**src/rtl/xgmii_pkg.sv**
```systemverilog
// Shared constants, state encoding and lane classification for the
// XGMII to GMII transmit serializer.
package xgmii_pkg;

    localparam logic [7:0] XGMII_START   = 8'hFB;
    localparam logic [7:0] XGMII_TERM    = 8'hFD;
    localparam logic [7:0] XGMII_IDLE    = 8'h07;
    localparam logic [7:0] XGMII_ERR     = 8'hFE;
    localparam logic [7:0] GMII_PREAMBLE = 8'h55;

    typedef enum logic [1:0] {
        ST_IDLE  = 2'd0,
        ST_FRAME = 2'd1,
        ST_IFG   = 2'd2
    } tx_state_e;

    typedef struct packed {
        logic is_data;
        logic is_start;
        logic is_term;
        logic is_idle;
        logic is_err;
    } lane_kind_t;

endpackage

```
**src/rtl/xgmii2gmii_tx_decode.sv**
```systemverilog
// Classifies one XGMII lane (control bit + byte) into exactly one kind.
// Ports: ctl_i/byte_i lane in, kind_o one-hot classification out.
module xgmii_lane_decode
    import xgmii_pkg::*;
(
    input  logic       ctl_i,
    input  logic [7:0] byte_i,
    output lane_kind_t kind_o
);

    always_comb begin
        kind_o = '0;
        if (!ctl_i) begin
            kind_o.is_data = 1'b1;
        end else begin
            unique case (byte_i)
                XGMII_START: kind_o.is_start = 1'b1;
                XGMII_TERM:  kind_o.is_term  = 1'b1;
                XGMII_IDLE:  kind_o.is_idle  = 1'b1;
                default:     kind_o.is_err   = 1'b1;
            endcase
        end
    end

endmodule

```
**src/rtl/xgmii2gmii_tx.sv**
```systemverilog
// Serializes 72-bit XGMII words from a FIFO onto an 8-bit GMII TX stream.
// Ports: gmii_clk/sys_rst, fifo_dout/fifo_empty/fifo_rd_en (FIFO side),
// gmii_en/gmii_txd (GMII side), frame_count/underrun_count (status).
// Build option GMII_ER_EN adds gmii_er and in-band error signalling.
module xgmii2gmii_tx
    import xgmii_pkg::*;
#(
    parameter int IFG_MIN = 12,
    parameter int CNT_W   = 16
) (
    input  logic             gmii_clk,
    input  logic             sys_rst,
    input  logic [71:0]      fifo_dout,
    input  logic             fifo_empty,
    output logic             fifo_rd_en,
    output logic             gmii_en,
`ifdef GMII_ER_EN
    output logic             gmii_er,
`endif
    output logic [7:0]       gmii_txd,
    output logic [CNT_W-1:0] frame_count,
    output logic [CNT_W-1:0] underrun_count
);

    localparam logic [7:0] IFG_INIT = 8'(IFG_MIN);
    localparam logic [7:0] IFG_LAST = 8'(IFG_MIN - 1);
    localparam logic [CNT_W-1:0] CNT_ONE = CNT_W'(1);
    localparam logic [71:0] WORD_RST = {8'hFF, {8{XGMII_IDLE}}};

    tx_state_e        state_q, state_d;
    logic [71:0]      word_q, word_d;
    logic [2:0]       lane_q, lane_d;
    logic             wv_q, wv_d;
    logic             rd_q, rd_d;
    logic             cap_q;
    logic [7:0]       ifg_q, ifg_d;
    logic [CNT_W-1:0] fcnt_q, fcnt_d;
    logic [CNT_W-1:0] ucnt_q, ucnt_d;

    logic [7:0]  txc_w;
    logic [63:0] txd_w;
    logic        lane_ctl;
    logic [7:0]  lane_byte;
    lane_kind_t  kind;
    logic [7:0]  ifg_inc;
    logic        advance;
    logic        drop;
    logic        pop_ok;

    assign txc_w     = word_q[71:64];
    assign txd_w     = word_q[63:0];
    assign lane_ctl  = txc_w[lane_q];
    assign lane_byte = txd_w[{lane_q, 3'b000} +: 8];
    assign ifg_inc   = (ifg_q == 8'hFF) ? ifg_q : ifg_q + 8'd1;

    xgmii_lane_decode u_dec (
        .ctl_i  (lane_ctl),
        .byte_i (lane_byte),
        .kind_o (kind)
    );

    // After an underrun or abort the machine lands in IDLE, whose
    // discard-until-/S/-in-lane-0/4 rule is exactly the resync rule,
    // so no separate resync state is kept.
    always_comb begin
        state_d  = state_q;
        ifg_d    = ifg_q;
        fcnt_d   = fcnt_q;
        ucnt_d   = ucnt_q;
        advance  = 1'b0;
        drop     = 1'b0;
        gmii_en  = 1'b0;
        gmii_txd = 8'h00;
`ifdef GMII_ER_EN
        gmii_er  = 1'b0;
`endif

        unique case (state_q)
            ST_IDLE: begin
                ifg_d = ifg_inc;
                if (wv_q) begin
                    advance = 1'b1;
                    if (kind.is_start &&
                        (lane_q == 3'd0 || lane_q == 3'd4)) begin
                        gmii_en  = 1'b1;
                        gmii_txd = GMII_PREAMBLE;
                        state_d  = ST_FRAME;
                    end
                end
            end
            ST_FRAME: begin
                if (!wv_q) begin
                    // Pipeline ran dry at a word boundary.
                    ucnt_d  = ucnt_q + CNT_ONE;
                    ifg_d   = 8'd0;
                    state_d = ST_IFG;
`ifdef GMII_ER_EN
                    gmii_en  = 1'b1;
                    gmii_er  = 1'b1;
                    gmii_txd = XGMII_ERR;
`endif
                end else if (kind.is_data) begin
                    gmii_en  = 1'b1;
                    gmii_txd = lane_byte;
                    advance  = 1'b1;
                end else if (kind.is_term) begin
                    fcnt_d  = fcnt_q + CNT_ONE;
                    drop    = 1'b1;
                    ifg_d   = 8'd0;
                    state_d = ST_IFG;
                end else if (kind.is_start || kind.is_idle ||
                             kind.is_err) begin
`ifdef GMII_ER_EN
                    gmii_en  = 1'b1;
                    gmii_er  = 1'b1;
                    gmii_txd = XGMII_ERR;
                    advance  = 1'b1;
`else
                    ucnt_d  = ucnt_q + CNT_ONE;
                    drop    = 1'b1;
                    ifg_d   = 8'd0;
                    state_d = ST_IFG;
`endif
                end
            end
            ST_IFG: begin
                // Lanes are frozen here, so an early /S/ waits in word_q.
                ifg_d = ifg_inc;
                if (ifg_q >= IFG_LAST) begin
                    state_d = ST_IDLE;
                end
            end
            default: state_d = ST_IDLE;
        endcase

        // A freshly arriving word wins over retiring the old one.
        word_d = word_q;
        lane_d = lane_q;
        wv_d   = wv_q;
        if (cap_q) begin
            word_d = fifo_dout;
            lane_d = 3'd0;
            wv_d   = 1'b1;
        end else if (drop) begin
            wv_d = 1'b0;
        end else if (advance) begin
            lane_d = lane_q + 3'd1;
            wv_d   = (lane_q != 3'd7);
        end

        // Popping at lane 5 puts rd_en high in lane 6 and the new word
        // into word_q exactly as lane 7 retires.
        pop_ok = !fifo_empty && !rd_q && !cap_q &&
                 ((state_q == ST_IDLE && ifg_q >= IFG_INIT) ||
                  state_q == ST_FRAME);
        rd_d = pop_ok &&
               ((!wv_q && state_q == ST_IDLE) ||
                (wv_q && advance && lane_q == 3'd5));
    end

    always_ff @(posedge gmii_clk) begin
        if (sys_rst) begin
            state_q <= ST_IDLE;
            word_q  <= WORD_RST;
            lane_q  <= 3'd0;
            wv_q    <= 1'b0;
            rd_q    <= 1'b0;
            cap_q   <= 1'b0;
            ifg_q   <= IFG_INIT;
            fcnt_q  <= '0;
            ucnt_q  <= '0;
        end else begin
            state_q <= state_d;
            word_q  <= word_d;
            lane_q  <= lane_d;
            wv_q    <= wv_d;
            rd_q    <= rd_d;
            cap_q   <= rd_q;
            ifg_q   <= ifg_d;
            fcnt_q  <= fcnt_d;
            ucnt_q  <= ucnt_d;
        end
    end

    assign fifo_rd_en     = rd_q;
    assign frame_count    = fcnt_q;
    assign underrun_count = ucnt_q;

endmodule

```
**config.mk**
```make
export PLATFORM = sky130hd
export DESIGN_NAME = xgmii2gmii_tx
export DESIGN_NICKNAME = d
export VERILOG_FILES = /design/src/rtl/xgmii_pkg.sv /design/src/rtl/xgmii2gmii_tx_decode.sv /design/src/rtl/xgmii2gmii_tx.sv
export SDC_FILE = /design/constraint.sdc
export NUM_CORES = 1
export LEC_CHECK = 0
export CAP_MARGIN = 40
export CORE_MARGIN = 2
export CORE_UTILIZATION = 56
export CTS_CLUSTER_DIAMETER = 120
export DETAILED_ROUTE_END_ITERATION = 7
export PLACE_DENSITY_LB_ADDON = 0.08
export RECOVER_POWER = 50
export SLEW_MARGIN = 10
export SYNTH_ARGS = -nofsm -noshare
export SYNTH_HDL_FRONTEND = slang
export SYNTH_HIERARCHICAL = 1
export SYNTH_SLANG_ARGS = --single-unit
export TNS_END_PERCENT = 1
```
**constraint.sdc**
```tcl
create_clock -name gmii_clk -period 6.4 [get_ports gmii_clk]
set_input_delay 1.28 -clock gmii_clk [delete_from_list [all_inputs] [get_ports gmii_clk]]
set_output_delay 1.28 -clock gmii_clk [all_outputs]
set_load 0.1 [all_outputs]
```
### Word-level counts from Yosys, hierarchy flattened

Cells that the tools add are included.

| operators by class | value |
|---|---|
| $add $sub $neg | 4 |
| order comparisons | 3 |
| equal/unequal tests | 18 |
| shift-type cells | 1 |
| muxes and demuxes | 45 |
| bitwise gates (word level) | 1 |
| reductions and logical operators | 30 |

Operators by type and width:

| cell | number |
|---|---|
| $mux 16 | 4 |
| $shiftx 64x7->8 | 1 |
| $mux 8 | 7 |
| $add 16x1->16 const B | 2 |
| $pmux 8 s2 | 2 |
| $eq 8x8->1 const B | 3 |
| $mux 1 | 18 |
| $ge 8x4->1 const B | 2 |
| $mux 2 | 7 |
| $mux 7 | 2 |
| $reduce_and 4->1 | 3 |
| $ne 2x2->1 const B | 5 |
| $logic_and 1x1->1 | 9 |
| $add 8x1->8 const B | 1 |
| $eq 8x3->1 const B | 1 |
| $eq 3x3->1 const B | 2 |
| $pmux 2 s3 | 1 |
| $logic_or 1x1->1 | 5 |
| $reduce_and 5->1 | 1 |
| $logic_not 1->1 | 4 |
| $lt 3x4->1 const B | 1 |
| $mux 4 | 1 |
| $ne 2x1->1 const B | 2 |
| $ne 4x4->1 const B | 1 |
| 15 further kinds | 17 |

| storage, ports and cells | value |
|---|---|
| flip-flop bits (word level) | 120 |
| input port bits | 75 |
| output and inout port bits | 42 |
| logic and storage cells | 111 |

### Longest topological paths before layout

Gate-level depths: netlist (run 1).

| depth | value |
|---|---|
| word-level depth | 14 |
| gate-level depth with buffers | 14 |
| depth with buffers taken out | 11 |

### Hierarchy

Netlist (run 1), hierarchy kept.

Modules (own cells, without submodules):

| module | instances | cells each | area an instance (µm²) | sequential area each (µm²) |
|---|---|---|---|---|
| xgmii2gmii_tx | 1 | 594 | 5656.7 | 2402.3 |
| xgmii_lane_decode | 1 | 12 | 100.1 | 0.0 |

### Worst setup path after synthesis (run 1)

No wires, ideal clock.

| timing | value |
|---|---|
| path type | register -> output |
| start | register lane_q[0] |
| end | output gmii_txd[0] |
| arrival | 4.428 ns |
| data required time | 5.120 ns |
| path slack | 0.692 ns |
| cell stages (with the launch flop) | 9 |
| path buffers | 3 |
| path through | dfxtp_1 > clkbuf_1 > clkbuf_1 > mux4_2 > mux2_2 > inv_1 > buf_6 > nand3_1 > o21ai_0 |

| between the ends | value |
|---|---|
| elaborated cells on any way between the ends | 15 |
| those cells by class | eq/ne: 2; shift: 1; mux: 9; reduce/logical: 3 |

RTL lines:

| element | RTL line | text |
|---|---|---|
| start, declared | xgmii2gmii_tx.sv:32 | `logic [2:0] lane_q, lane_d;` |
| start signal, assigned | xgmii2gmii_tx.sv:175 | `lane_q <= lane_d;` |
| $bmux 1 s3 (*) | xgmii2gmii_tx.sv:52 | `assign lane_ctl = txc_w[lane_q];` |
| $mux 1 (implied by the code) (*) | xgmii2gmii_tx.sv:52 |  |
| net lane_ctl | xgmii2gmii_tx.sv:42 | `logic lane_ctl;` |
| $mux 4 | xgmii2gmii_tx_decode.sv:13 | `if (!ctl_i) begin` |
| $logic_and 1x1->1 | xgmii2gmii_tx.sv:83 | `if (kind.is_start &&` |
| $mux 7 | xgmii2gmii_tx.sv:83 |  |
| $mux 7 | xgmii2gmii_tx.sv:81 | `if (wv_q) begin` |
| $pmux 8 s2 (*) | xgmii2gmii_tx.sv:78 | `unique case (state_q)` |
| end, declared | xgmii2gmii_tx.sv:20 | `output logic [7:0] gmii_txd,` |

The timed path passes the listed nets; every way through them passes the cells marked *. The select of a mux whose other input is x is not followed.

==> results.sh, run 1 <==
export IMPL_outcome="complete, but fails checks"
export IMPL_violations="capacitance limit, slew limit"
export IMPL_irDropWorstVdd_mv=0.1574
export IMPL_area_growth_pct=38.17
export IMPL_post_cts_buffers=0
export IMPL_holdWs_ns=0.4906
export IMPL_power_density_nw_per_um2=234.9
export IMPL_syn_area_per_cell_um2=9.500
export IMPL_port_buffers=116
export IMPL_fillers=661
export IMPL_r2r_start="cap_q"
export IMPL_ys_types=52
export IMPL_grt_max_degree=88
export IMPL_drv_cap=3
export IMPL_busiest_layer="met2"
export IMPL_io_pins=117
export IMPL_p_seq_share_pct=42.6
export IMPL_grt_use_met3_pct=5.442
export IMPL_drt_initial_drc_count=188
export IMPL_fin_nets=823
export IMPL_leakagePower_nw=2.806
export IMPL_startpoint_type="input port"
export IMPL_ys_top_cells_by_count="dfxtp_1 (120), nor2_1 (68), mux2i_1 (51)"
export IMPL_fp_dieArea_um2=11110
export IMPL_cts_tree="yes"
export IMPL_crit_type="input port to register"
export IMPL_wirelength_um=14680
export IMPL_startpoint="sys_rst"
export IMPL_pwr_share_clk_pct=47.8
export IMPL_hold_path_startpoint="word_q[21]"
export IMPL_rows=37
export IMPL_fin_crit_sh_pct=86.53
export IMPL_antenna_found_initial=0
export IMPL_grt_usage_pct=26.53
export IMPL_via_per_inst=5.647
export IMPL_slew_viol_final=200
export IMPL_p_sw_uw=434.7
export IMPL_grt_pass1_vias=5074
export IMPL_rsz0062_at_grt="no"
export IMPL_period_needed_ns=5.538
export IMPL_max_freq_ghz=0.1806
export IMPL_post_route_cells_drive_above_1_share_pct=13.72
export IMPL_hold_buffers=0
export IMPL_setup_viol=0
export IMPL_synth_area_um2=5757
export IMPL_max_slew_margin_rel_pct=-145.1
export IMPL_initial_core_util_pct=56.78
export IMPL_coreArea_um2=10140
export IMPL_fin_skew_ns=0.01043
export IMPL_synthTopCellsByArea="dfxtp_1 (42%), mux2i_1 (8.9%), a211o_1 (5.2%)"
export IMPL_synth_most_common_cell="dfxtp_1"
export IMPL_fin_util_pct=78.45
export IMPL_synth_cells=606
export IMPL_dr_pass1_iters=5
export IMPL_tns_ns=0
export IMPL_h_tree_depth=4
export IMPL_cp_data_arrival_time_ns=5.94
export IMPL_hold_viol=0
export IMPL_switching_share_pct=23.26
export IMPL_intPower_mw=1.434
export IMPL_cp_required_ns=6.80
export IMPL_cts_clk_slew_worst_paths_ns=0.05
export IMPL_antennaDiodeCount=0
export IMPL_gp_congestion=0.8503
export IMPL_synth_flop_cell="dfxtp_1"
export IMPL_drc_errors=0
export IMPL_regArea_um2=2402
export IMPL_synth_top_cell_area_share_pct=41.73
export IMPL_die_x_um=105.4
export IMPL_wire_per_inst_um=16.55
export IMPL_via_count=5009
export IMPL_use_met2_pct=49.77
export IMPL_synth_largest_area_cell="dfxtp_1"
export IMPL_multi_input_area_um2=3117
export IMPL_grt_overflow=0
export IMPL_holdPathStages=2
export IMPL_synth_edf_count=0
export IMPL_cts_buffer_depth=2
export IMPL_cts_root_buf="clkbuf_8"
export IMPL_hp_class="register to register"
export IMPL_endpoint_kind="register"
export IMPL_ys_warnings_count=6
export IMPL_r2r_cells=3
export IMPL_cts_made_buffers=17
export IMPL_clock_latency_ns=0.51
export IMPL_grt_pass1_wl_um=23580
export IMPL_ant_nets=0
export IMPL_async_flop_share_pct=0
export IMPL_die_y_um=105.4
export IMPL_place_hpwl_um=10340
export IMPL_ys_seq_area_share_pct=41.73
export IMPL_clock_sinks=120
export IMPL_cts_resized=0
export IMPL_cp_max_fo=87
export IMPL_combPwrFrac_pct=9.6
export IMPL_worst_pin_slew_ns=3.677
export IMPL_syn_num_nets=689
export IMPL_grtUsageMet1_pct=28.82
export IMPL_ys_ff_latch=120
-- metal layers --
metal | vias up | share of wire [%]
met4 | 0 | 2.2
li1 | 2463 | -
met1 | 2390 | 40
met3 | 23 | 3.9
met5 | - | 0
met2 | 133 | 54
-- area by class of cell --
cell class / instances / share of cell area, %
Clock buffer: 19 / 5.427
Clock inverter: 11 / 1.573
Tap cell: 136 / 2.139
Sequential cell: 120 / 30.20
Inverter: 19 / 0.8966
Timing Repair Buffer: 155 / 20.58
Multi-Input combinational cell: 427 / 39.19
-- cell usage in the layout (no fill, tap or decap), types with 5 or more instances in the layout --
master / instances
nor3_1: 7
nand4b_1: 5
nor2_1: 68
ha_1: 8
mux2i_1: 51
nor2b_1: 42
xnor2_1: 10
a211o_1: 34
o31ai_1: 9
a21oi_1: 28
inv_1: 19
nand4_1: 8
nor4_1: 5
nand2_1: 21
or4_1: 16
mux4_2: 10
mux2_2: 14
clkbuf_16: 16
nand3_1: 15
dfxtp_1: 120
clkdlybuf4s50_1: 107
clkbuf_1: 11
buf_8: 27
or3_1: 7
buf_4: 9
o21ai_0: 16
-- stage by stage --
step | setup slack (ns) | instance area, µm² | power, mW | instances
global route | 0.5119 | 7954 | 1.930 | 887
global placement | 1.420 | 6925 | 0.9772 | 821
CTS | 1.226 | 8060 | 1.877 | 887
finish | 0.8619 | 7954 | 1.869 | 887
detailed placement | 1.781 | 7503 | 0.9872 | 857
floorplan | 0.6916 | 5757 | 0.9117 | 606
-- critical path: stages --
cell and delay [ns]:
clkbuf_1 0.95, clkbuf_1 0.45, clkbuf_1 2.61, nand2b_1 0.30
a21oi_1 0.05, a31o_2 0.23
-- power groups by stage --
| stage | combinational [mW] | clock (mW) | sequential [mW] |
|---|---|---|---|
| finish | 0.179 | 0.894 | 0.796 |
| global route | 0.194 | 0.936 | 0.799 |
| CTS | 0.179 | 0.903 | 0.795 |
| detailed placement | 0.176 | 0 | 0.811 |
| global placement | 0.165 | 0 | 0.812 |
| floorplan | 0.110 | 0 | 0.802 |
-- cell families (layout without fill, tap and decap cells) --
group           count (synthesis)  count (layout)  synth area share, %
fa+ha+maj                       8               8                1.739
mux                            76              76                15.71
simple gates                  222             222                21.39
flops                         120             120                41.73
xor+xnor                       14              14                2.130
buf+inv                        59             204                4.129
compound gates                107             107                13.17
-- registers in the layout, summed over array words and instances (netlist names) --
signal	cells
state_q	2
word_q	72
wv_q	1
underrun_count	16
cap_q	1
ifg_q	8
fifo_rd_en	1
frame_count	16
lane_q	3
-- path summary, 6_finish.rpt --
kind | endpoint | slack, ns
hold / removal | word_q[21] | 0.49
setup reg to reg | word_q[46] | 1.78
hold reg to reg | word_q[21] | 0.49
setup / recovery | underrun_count[8] | 0.86
Note: power is estimated with default switching activity, not from simulation.
==> run 2: changes to the inputs <==
Settings changed: CORE_MARGIN 2 to default, CORE_UTILIZATION 56 to 55.
==> run 2 against run 1 <==
The run still ends with capacitance limit, slew limit left. Via count is 2.4% higher. Critical path depth fell by 2. Global-route usage increased by 1.5 points. Die area down 2.0%. Sequential power is 0.6% higher. Non-clock buffer count shrank 3. Critical path type unchanged. Critical endpoint is now frame_count[14]. Largest power group unchanged.
==> results.sh, run 2 (synthesis results as in run 1) <==
export IMPL_clock_latency_ns=0.52
export IMPL_grt_max_degree=69
export IMPL_grt_usage_pct=28.02
export IMPL_clock_sinks=120
export IMPL_route_met2_wl_um=7728
export IMPL_antennaDiodeCount=0
export IMPL_regMostFlops="word_q"
export IMPL_crit_slowest_cell="clkbuf_1"
export IMPL_fillers=636
export IMPL_period_needed_ns=5.146
export IMPL_outcome="complete, but fails checks"
export IMPL_die_x_um=104.3
export IMPL_endpoint_kind="register"
export IMPL_leakagePower_nw=2.821
export IMPL_place_hpwl_um=10360
export IMPL_hp_class="register to register"
export IMPL_cp_required_ns=6.81
export IMPL_worst_pin_slew_ns=2.875
export IMPL_crit_chain="clkbuf_1 -> clkbuf_1 -> nor2_1 -> mux2_2"
export IMPL_slew_viol_final=124
export IMPL_cp_top_family="buffers and inverters"
export IMPL_cts_tree="yes"
export IMPL_fp_dieArea_um2=10880
export IMPL_rows=36
export IMPL_via_count=5130
export IMPL_drt_met1_wl_um=6284
export IMPL_io_pins=117
export IMPL_max_slew_margin_rel_pct=-91.68
export IMPL_p_seq_share_pct=40.9
export IMPL_violations="capacitance limit, slew limit"
export IMPL_fin_skew_ns=0.006869
export IMPL_drc_errors=0
export IMPL_initial_core_util_pct=57.83
export IMPL_combPwrFrac_pct=8.7
export IMPL_cts_root_buf="clkbuf_8"
export IMPL_startpoint_type="input port"
export IMPL_grt_pass1_wl_um=24440
export IMPL_via_per_inst=5.810
export IMPL_post_route_cells_drive_above_1_share_pct=14.13
export IMPL_irDropWorstVdd_mv=0.1920
export IMPL_grt_pass1_vias=5062
export IMPL_h_tree_depth=4
export IMPL_drt_initial_drc_count=326
export IMPL_cts_resized=0
export IMPL_setup_viol=0
export IMPL_power_density_nw_per_um2=246.6
export IMPL_wl_met3_um=705
export IMPL_final_common_cell="dfxtp_1"
export IMPL_cp_data_arrival_time_ns=5.55
export IMPL_hold_buffers=0
export IMPL_antenna_found_initial=0
export IMPL_pwr_share_clk_pct=50.4
export IMPL_cpMostUsedCell="clkbuf_1"
export IMPL_area_growth_pct=38.04
export IMPL_hold_viol=0
export IMPL_coreArea_um2=9955
export IMPL_grt_overflow=0
export IMPL_rsz0062_at_grt="no"
export IMPL_tns_ns=0
export IMPL_ant_nets=0
export IMPL_power_total_mw=1.960
export IMPL_intPower_mw=1.507
export IMPL_post_cts_buffers=0
export IMPL_max_freq_ghz=0.1943
export IMPL_largest_register_ffs=72
export IMPL_switching_share_pct=23.12
export IMPL_max_stage_delay_ns=2.14
export IMPL_gp_congestion=0.8788
export IMPL_fin_nets=820
export IMPL_worst_path_buf_inv=2
export IMPL_fin_crit_sh_pct=80.40
export IMPL_wirelength_um=14950
export IMPL_drv_cap=2
export IMPL_cts_buffer_depth=2
export IMPL_cp_max_fo=68
export IMPL_wire_per_inst_um=16.93
export IMPL_dr_pass1_iters=5
export IMPL_cts_made_buffers=17
export IMPL_p_sw_uw=453.0
export IMPL_die_y_um=104.3
export IMPL_cts_clk_slew_worst_paths_ns=0.06
export IMPL_crit_type="input port to register"
export IMPL_r2r_slack_ns=2.28
export IMPL_port_buffers=116
export IMPL_final_cell_mix="dfxtp_1 (119), clkdlybuf4s50_1 (106), nor2_1 (68)"
export IMPL_highest_layer="met4"
[run 2: path summary, 6_finish.rpt]
path | from | to | depth (start not counted)
max | sys_rst | frame_count[14] | 4
min | underrun_count[15] | underrun_count[15] | 2
max reg2reg | lane_q[0] | underrun_count[12] | 9
min reg2reg | underrun_count[15] | underrun_count[15] | 2
[run 2: cell type report]
type,instances,area [µm²],share of cell area [%]
tap,133,166.4,2.094
timing repair buffer,152,1568,19.73
clock buffer,18,417.9,5.259
inverter,19,71.32,0.8975
multi-input combinational,427,3117,39.22
sequential,120,2406,30.28
clock inverter,14,200.2,2.519
[run 2: power by group through the flow]
stage / registers (mW) / clock network (mW) / logic (mW)
after floorplan: 0.802 / 0 / 0.110
after global placement: 0.815 / 0 / 0.162
after detailed placement: 0.815 / 0 / 0.169
after CTS: 0.800 / 1.00 / 0.171
after global routing: 0.804 / 1.03 / 0.185
final: 0.801 / 0.988 / 0.171
[run 2: metrics by stage]
step	instance area, µm²	util, %	instances	hold slack (ns)	setup WS [ns]
after floorplan	5757	-	606	0.4544	0.6916
after global placement	6919	69.51	818	0.4597	2.142
after detailed placement	7415	74.48	851	0.4772	2.022
after CTS	8033	80.69	883	0.4986	1.460
after global routing	7946	79.83	883	0.5196	0.8775
final	7946	79.83	883	0.5001	1.254
[run 2: per-layer routing]
| layer | vias to the layer above | global-route usage (%) |
|---|---|---|
| li1 | 2464 | - |
| met1 | 2468 | 33.33 |
| met2 | 178 | 49.76 |
| met3 | 20 | 5.952 |
| met4 | 0 | 9.286 |
| met5 | - | 0 |
[run 2: worst reg2reg max path, delay by kind of cell, from the launching register on]
| kind | cells | cell delay, ns |
|---|---|---|
| DFF | 1 | 0.86 |
| muxes | 3 | 1.25 |
| and+or+nand+nor | 6 | 1.90 |
==> run 3: changes to the inputs <==
Settings changed: CORE_UTILIZATION 55 to 52.
Clock period 6.4 ns to 4.99 ns, I/O delays scaled along.
==> run 3 against run 2 <==
The run still ends with capacitance limit, slew limit left. Sequential share of layout area down 0.46 points. Sequential cell count did not move. Total power up 31%. Critical path depth up 7. Register-to-register slack got worse by 1.2 ns. Clock skew up 0.0047 ns. Core utilization is 5.1 points lower. Global-route usage down 2.3 points. Hold slack worse by 0.0079 ns. Setup slack lost 0.73 ns. Critical path type is now register to output port. Largest cell class unchanged.
==> results.sh, run 3 (synthesis results as in run 1) <==
export IMPL_outcome="complete, but fails checks"
export IMPL_violations="capacitance limit, slew limit"
export IMPL_area_growth_pct=40.17
export IMPL_grt_overflow=0
export IMPL_fp_dieArea_um2=11500
export IMPL_post_cts_buffers=0
export IMPL_cp_data_arrival_time_ns=3.47
export IMPL_finalNonFillerCells=889
export IMPL_final_cell_mix="dfxtp_1 (119), clkdlybuf4s50_1 (106), nor2_1 (68)"
export IMPL_cts_made_buffers=17
export IMPL_grt_max_degree=73
export IMPL_coreArea_um2=10790
export IMPL_period_needed_ns=4.464
export IMPL_multi_input_area_um2=3117
export IMPL_crit_chain="buf_4 -> mux2_2 -> o22ai_1 -> a221o_1 -> inv_1 -> and4_1 -> nand4_2 -> nor3b_2 -> nand4b_1 -> o21ai_0 -> buf_12"
export IMPL_place_hpwl_um=9931
export IMPL_endpoint_kind="output port"
export IMPL_worst_slack_ns=0.5258
export IMPL_leakagePower_nw=2.856
export IMPL_drc_errors=0
export IMPL_clock_latency_ns=0.52
export IMPL_irDropWorstVdd_mv=0.2888
export IMPL_rows=38
export IMPL_grt_usage_pct=25.75
export IMPL_io_pins=117
export IMPL_regArea_um2=2406
export IMPL_drt_initial_drc_count=280
export IMPL_regMostFlops="word_q"
export IMPL_fin_skew_ns=0.01152
export IMPL_via_count=4999
export IMPL_cts_root_buf="clkbuf_8"
export IMPL_cts_buffer_depth=2
export IMPL_grt_pass1_wl_um=23050
export IMPL_antennaDiodeCount=0
export IMPL_h_tree_depth=4
export IMPL_clock_sinks=120
export IMPL_hold_buffers=0
export IMPL_cp_max_fo=26
export IMPL_drv_cap=1
export IMPL_cp_required_ns=3.99
export IMPL_port_buffers=116
export IMPL_gp_congestion=0.8229
export IMPL_dr_pass1_iters=5
export IMPL_rsz0062_at_grt="no"
export IMPL_startpoint_type="register"
export IMPL_ant_nets=0
export IMPL_fillers=761
export IMPL_cts_tree="yes"
export IMPL_crit_slowest_cell="buf_4"
export IMPL_die_y_um=107.2
export IMPL_initial_core_util_pct=53.34
export IMPL_fin_crit_sh_pct=89.46
export IMPL_antenna_found_initial=0
export IMPL_max_stage_delay_ns=0.39
export IMPL_max_slew_margin_rel_pct=-55.26
export IMPL_fin_nets=821
export IMPL_crit_type="register to output port"
export IMPL_final_common_cell="dfxtp_1"
export IMPL_worst_path_buf_inv=3
export IMPL_grt_pass1_vias=4823
export IMPL_wirelength_um=14310
export IMPL_wire_per_inst_um=16.09
export IMPL_place_ws_ns=1.114
export IMPL_largest_register_ffs=72
export IMPL_cp_top_family="simple AND/OR/NAND/NOR gates"
export IMPL_via_per_inst=5.623
export IMPL_cts_resized=0
export IMPL_cts_clk_slew_worst_paths_ns=0.06
export IMPL_hp_class="register to register"
export IMPL_setup_viol=0
export IMPL_die_x_um=107.2
export IMPL_hold_viol=0
export IMPL_slew_viol_final=52
export IMPL_worst_pin_slew_ns=2.329
export IMPL_place_inst=859
export IMPL_max_freq_ghz=0.2240
export IMPL_power_density_nw_per_um2=318.0
export IMPL_post_route_cells_drive_above_1_share_pct=14.15
## run 3: final timing paths
path                    from                 end  slack [ns]  cells after the start
max                lane_q[1]         gmii_txd[6]        0.53                     11
min          frame_count[15]     frame_count[15]        0.49                      2
max reg2reg        lane_q[1]  underrun_count[12]        1.05                     10
min reg2reg  frame_count[15]     frame_count[15]        0.49                      2
## run 3: layer usage
layer / GRT usage (%) / vias up / wire length [µm]
met3: 6.322 / 18 / 521
met1: 30.57 / 2413 / 6112
met5: 0 / - / 0
met4: 9.198 / 0 / 239
met2: 44.93 / 116 / 7432
li1: - / 2452 / -
## run 3: area by class of cell
| type | count | share of cell area [%] |
|---|---|---|
| Multi-Input combinational cell | 427 | 38.63 |
| Sequential cell | 120 | 29.82 |
| Timing Repair Buffer | 153 | 20.56 |
| Clock buffer | 22 | 5.861 |
| Tap cell | 140 | 2.171 |
| Clock inverter | 8 | 2.078 |
| Inverter | 19 | 0.8839 |
## run 3: power breakdown
group	internal, mW	leakage [nW]	switching (mW)
clock	0.907	0.313	0.416
combinational	0.125	1.57	0.0984
sequential	0.992	0.975	0.0280
total	2.02	2.86	0.542
## run 3: worst register-to-register path: stages, from the launching register on
cell,delay (ns)
dfxtp_1,0.38
buf_4,0.39
mux4_2,0.59
mux2_2,0.30
nor4b_2,0.27
nand4_1,0.15
and3_1,0.22
nor4b_1,0.74
nor4_1,0.27
nand4_1,0.18
mux2_2,0.33
## run 3: per-stage QoR
stage          TNS (ns)  hold slack [ns]  area (µm²)  total power, mW  util (%)
2_1_floorplan    -1.739           0.4544        5757            1.169         -
3_3_place_gp          0           0.4612        7003            1.253     64.89
3_5_place_dp          0           0.4801        7513            1.263     69.62
4_1_cts               0           0.4955        8154            2.582     75.55
5_1_grt               0           0.5115        8069            2.655     74.76
6_report              0           0.4922        8069            2.566     74.76
